$ cat src/rtl/div_iter.sv
// rtl/div_iter.sv - iterative radix-2 restoring divider for DIV/DIVU/REM/REMU
module div_iter #(
  parameter int XLEN = 32
) (
  input  logic            clk,
  input  logic            reset,
  input  logic            FlushE,
  input  logic            DivStartE,
  input  logic [2:0]      Funct3E,
  input  logic [XLEN-1:0] ForwardedSrcAE,
  input  logic [XLEN-1:0] ForwardedSrcBE,
  output logic            DivBusyE,
  output logic            DivDoneE,
  output logic [XLEN-1:0] DivResultE
);

  localparam int CW = $clog2(XLEN);

  typedef enum logic [1:0] {IDLE, BUSY, DONE} state_t;

  state_t          state_q, state_d;
  logic [CW-1:0]   cnt_q, cnt_d;
  logic [XLEN:0]   r_q, r_d;
  logic [XLEN-1:0] q_q, q_d;
  logic [XLEN-1:0] b_q, b_d;
  logic            neg_q_q, neg_q_d;
  logic            neg_r_q, neg_r_d;
  logic            rem_q, rem_d;
  logic [XLEN-1:0] result_q, result_d;

  // Operand conditioning and one restoring step
  logic            is_signed;
  logic [XLEN-1:0] a_abs, b_abs;
  logic [XLEN+1:0] r_sh, diff;
  logic [XLEN:0]   r_next;
  logic [XLEN-1:0] q_next;
  logic [XLEN-1:0] quo_fix, rem_fix;

  // Funct3E[2] only distinguishes the M-extension divide group, which the caller already decoded
  logic unused_funct3;
  assign unused_funct3 = Funct3E[2];

  assign is_signed = ~Funct3E[0];
  assign a_abs = (is_signed && ForwardedSrcAE[XLEN-1]) ? -ForwardedSrcAE : ForwardedSrcAE;
  assign b_abs = (is_signed && ForwardedSrcBE[XLEN-1]) ? -ForwardedSrcBE : ForwardedSrcBE;

  // Shift {R,Q} left one bit, then try subtracting the divisor; keep R if the trial goes negative
  assign r_sh   = {r_q, q_q[XLEN-1]};
  assign diff   = r_sh - {2'b00, b_q};
  assign r_next = diff[XLEN+1] ? r_sh[XLEN:0] : diff[XLEN:0];
  assign q_next = {q_q[XLEN-2:0], ~diff[XLEN+1]};

  // Sign fix-up applied to the final step's outputs on the way into DONE
  assign quo_fix = neg_q_q ? -q_next : q_next;
  assign rem_fix = neg_r_q ? -r_next[XLEN-1:0] : r_next[XLEN-1:0];

  // Next-state and datapath control
  always_comb begin
    state_d  = state_q;
    cnt_d    = cnt_q;
    r_d      = r_q;
    q_d      = q_q;
    b_d      = b_q;
    neg_q_d  = neg_q_q;
    neg_r_d  = neg_r_q;
    rem_d    = rem_q;
    result_d = result_q;
    case (state_q)
      IDLE: begin
        if (DivStartE && !FlushE) begin
          rem_d   = Funct3E[1];
          neg_q_d = is_signed & (ForwardedSrcAE[XLEN-1] ^ ForwardedSrcBE[XLEN-1]);
          neg_r_d = is_signed & ForwardedSrcAE[XLEN-1];
          cnt_d   = '0;
          r_d     = '0;
          q_d     = a_abs;
          b_d     = b_abs;
          if (ForwardedSrcBE == '0) begin
            // Divide by zero skips iteration entirely
            state_d  = DONE;
            result_d = Funct3E[1] ? ForwardedSrcAE : '1;
          end else begin
            state_d = BUSY;
          end
        end
      end
      BUSY: begin
        if (FlushE) begin
          state_d = IDLE;
        end else begin
          r_d   = r_next;
          q_d   = q_next;
          cnt_d = cnt_q + CW'(1);
          if (cnt_q == CW'(XLEN - 1)) begin
            state_d  = DONE;
            result_d = rem_q ? rem_fix : quo_fix;
          end
        end
      end
      DONE:    state_d = IDLE;
      default: state_d = IDLE;
    endcase
  end

  // State and datapath registers
  always_ff @(posedge clk or negedge reset) begin
    if (!reset) begin
      state_q  <= IDLE;
      cnt_q    <= '0;
      r_q      <= '0;
      q_q      <= '0;
      b_q      <= '0;
      neg_q_q  <= 1'b0;
      neg_r_q  <= 1'b0;
      rem_q    <= 1'b0;
      result_q <= '0;
    end else begin
      state_q  <= state_d;
      cnt_q    <= cnt_d;
      r_q      <= r_d;
      q_q      <= q_d;
      b_q      <= b_d;
      neg_q_q  <= neg_q_d;
      neg_r_q  <= neg_r_d;
      rem_q    <= rem_d;
      result_q <= result_d;
    end
  end

  assign DivBusyE   = (state_q == BUSY);
  assign DivDoneE   = (state_q == DONE) && !FlushE;
  assign DivResultE = result_q;

endmodule

$ cat config.mk
export PLATFORM = sky130hd
export DESIGN_NAME = div_iter
export DESIGN_NICKNAME = d
export VERILOG_FILES = /design/src/rtl/div_iter.sv
export SDC_FILE = /design/constraint.sdc
export NUM_CORES = 1
export LEC_CHECK = 0
export ABC_AREA = 1
export BUFFER_PORTS_ARGS = -buffer_cell sky130_fd_sc_hd__buf_2
export CAP_MARGIN = 20
export CORE_UTILIZATION = 57
export DETAILED_ROUTE_END_ITERATION = 8
export PLACE_DENSITY = 0.77
export SLEW_MARGIN = 20
export SYNTH_ARGS = -nofsm -noshare
export SYNTH_HDL_FRONTEND = slang
export SYNTH_SLANG_ARGS = --single-unit
$ cat constraint.sdc
create_clock -name clk -period 4.35 [get_ports clk]
set_clock_uncertainty 0.15 [all_clocks]
set_input_delay 0.2175 -clock clk [delete_from_list [all_inputs] [get_ports clk]]
set_output_delay 0.2175 -clock clk [all_outputs]
set_load 0.01 [all_outputs]
==> out/metrics.csv <==
stage;metric;value;unit
worst_setup_path;CP Launch Type;register;
worst_setup_path;WP data required;4570;ps
synth;post-synth top area cell;dfrtp_1;
drt;DRT Wirelength;39170;um
synth;Yosys warning count;0;
worst_setup_path;Setup crit end kind;register;
synth;mux cell area share after synthesis;0;
floorplan;CORE AREA;21290;um2
place;number of buffers added on ports;103;
synth;ys async rst share;1.000;
synth;register area share after synthesis;0.2773;
floorplan;Boundary Pins;105;
synth;main combinational cell family by area after synthesis;simple AND/OR/NAND/NOR gates;
synth;ranking of synthesized cells by area;dfrtp_1, nand2_1, inv_1, o21ai_0, nor2_1;
sta;Worst-Margin Slew;1003;ps
drt;via total after detailed routing;13776;
worst_setup_path;crit path max fanout;13;
sta;final hold slack;-0.1149;ps
sta;relative slew slack;0.3309;
final_layout;area grow syn2layout;11.66;%
worst_setup_path;WS Path Type;reg -> reg;
grt;largest net degree at the start of global routing;63;
sta;Min Clock Period, post-route;4114;ps
synth;syn_nets;2130;
synth;Syn Inst Count;2020;
synth;Simple-Gate Fraction of Synth Area;0.3692;
drt;DRT Pass-1 Iters;6;
clocking;postcts setup bufs;0;
clocking;total CTS buffers;17;
synth;Synth top cells by count;nand2_1, inv_1, nor2_1, o21ai_0, dfrtp_1;
worst_setup_path;Critical-path top delay cell;dfrtp_1;
worst_setup_path;slowest stage delay, CP;430;ps
sta;Final TNS setup;0;ps
drt;DRC viols;0;
sta;Max Clock Freq;243.1;MHz
synth;#FFs+latches synth;139;
synth;Unique masters post-synth;48;
grt;Global Route Usage Sum;0.3529;
run_status;failing checks;hold timing;
clocking;CTS tree;built;
sta;Tcrit/Tclk final;0.9457;
sta;RSZ-0062 raised after global routing;false;
synth;adder-cell share of the synthesized area;0.03950;
drt;routed length per instance;16.40;um
worst_setup_path;crit path DAT;4340;ps
final_layout;ANT cells;0;
job;Max-cap violations;0;
clocking;CTS Buffer Depth;2;
drt;antenna viol nets, final;0;
floorplan;Core Rows;53;
floorplan;die area;22610;um2
sta;final setup violation count;0;
drt;DR iter-0 viols;1351;
floorplan;Die Ht;150.4;um
grt;GRT overflow;0;
final_layout;nets;2212;
final_layout;footprint of the multi-input gates;7789;um2
clocking;CTS root buf;clkbuf_16;
clocking;Sink Count;139;
sta;Slew Limit Fails;0;
run_status;status;finished with violations;
sta;Final Hold Vio Count;1;
min_path;Worst Hold Class;in -> reg;
drt;via/cell ratio;5.766;
synth;Netlist Area Pre-Place;12540;um2
synth;Post-synth EDFFs;0;
floorplan;die width;150.4;um
synth;XOR/XNOR Fraction of Synth Area;0.04049;
grt;vias in the first global route;12276;
clocking;Skew-Pair Late Insertion Delay;430;ps
clocking;Clock transition at path regs;60;ps
synth;syn_area_per_cell;6.210;um2
final_layout;fillcell total;1965;
grt;initial antenna violation count;1;
floorplan;Initial Util;0.5893;
place;gp weighted congestion;0.9715;
final_layout;fraction of layout cells with a size suffix above 1;0.1225;
place;Post-DP HPWL;29820;um
clocking;H-tree levels;4;
synth;Synth top area share;0.2773;
synth;Primary FF master, synth;dfrtp_1;
synth;cell with the most instances after synthesis;nand2_1;
grt;first-pass GRT wire length;61710;um
final_layout;FF+latch area;3478;um2
synth;compound-cell area share of the yosys netlist;0.1666;
-- metrics by stage --
stage / hold WS (ps) / setup slack [ps] / instances / util / cell area, um2
floorplan: -228.1 / 673.2 / 2020 / - / 12540
global placement: 101.1 / 375.7 / 2345 / 0.6213 / 13230
detailed placement: 105.5 / 331.5 / 2345 / 0.6213 / 13230
CTS: 1.814 / 252.0 / 2389 / 0.6560 / 13960
global route: 17.32 / 19.26 / 2389 / 0.6580 / 14010
finish: -0.1149 / 236.1 / 2389 / 0.6580 / 14010
-- critical path, delay by kind of cell, from the launching register on --
kind	cells	cell delay (ps)
flops	1	430
compound gates	4	610
fa+ha+maj	2	580
buf+inv	4	280
simple gates	18	2010
-- state kept, by name, summed over array words and instances, names as in the netlist --
register,count
q_q,32
cnt_q,5
b_q,32
rem_q,1
state_q,2
neg_r_q,1
neg_q_q,1
r_q,33
DivResultE,32
-- cell families (layout without fill, tap and decap cells) --
kind of cell / after synthesis / after routing
AOI/OAI and AO/OA: 370 / 370
xor gates and xnor gates: 58 / 58
adders and majority gates: 39 / 39
buffers and inverters: 335 / 429
DFF: 139 / 139
and+or+nand+nor: 1079 / 1079
-- area by class of cell --
class | count | share of cell area
repair buffers | 137 | 0.05779
well taps | 275 | 0.02456
clock buffers | 18 | 0.03135
multi-input cells | 1546 | 0.5561
flip-flops and latches | 139 | 0.2483
inverters | 261 | 0.06994
clock inverters | 13 | 0.01197
-- path summary, 6_finish.rpt --
check / startpoint / to / slack (ps) / cells past startpoint
worst max-delay path: r_q[12] / DivResultE[28] / 240 / 28
worst min-delay path: ForwardedSrcBE[21] / b_q[21] / -0.1 / 3
worst max register to register: r_q[12] / DivResultE[28] / 240 / 28
worst min register to register: DivResultE[7] / DivResultE[7] / 330 / 2
max in group asynchronous: reset / b_q[23] / 2830 / 3
min in group asynchronous: reset / b_q[4] / 210 / 2
-- what timing repair did --
action                     in CTS  in global routing
setup endpoints to repair       0                  3
hold buffers                   13                  0
hold endpoints to repair       72                  0
resized for setup               0                  8
-- cell usage in the layout, fill, tap and decap left out, drive strengths merged, types with 16 or more instances in the layout --
cell / Yosys / layout
a21oi: 102 / 102
nand2: 630 / 630
buf: 26 / 124
nor2: 226 / 226
o221ai: 16 / 16
o21ai: 190 / 190
o22ai: 28 / 28
inv: 260 / 263
xor2: 46 / 46
dfrtp: 139 / 139
nand3: 132 / 132
clkbuf: 48 / 18
nor3: 47 / 47
ha: 38 / 38
nand4: 20 / 20
-- layer usage --
metal / up-vias / share of wire / global-route usage
met2: 623 / 0.44 / 0.5468
li1: 6711 / - / -
met5: - / 0 / 0
met1: 6345 / 0.45 / 0.4957
met4: 0 / 0.032 / 0.1268
met3: 97 / 0.080 / 0.05515
Power is left out: the tool's default activity adds up to more than one toggle a clock period on the data nets, which glitch-free logic cannot reach.
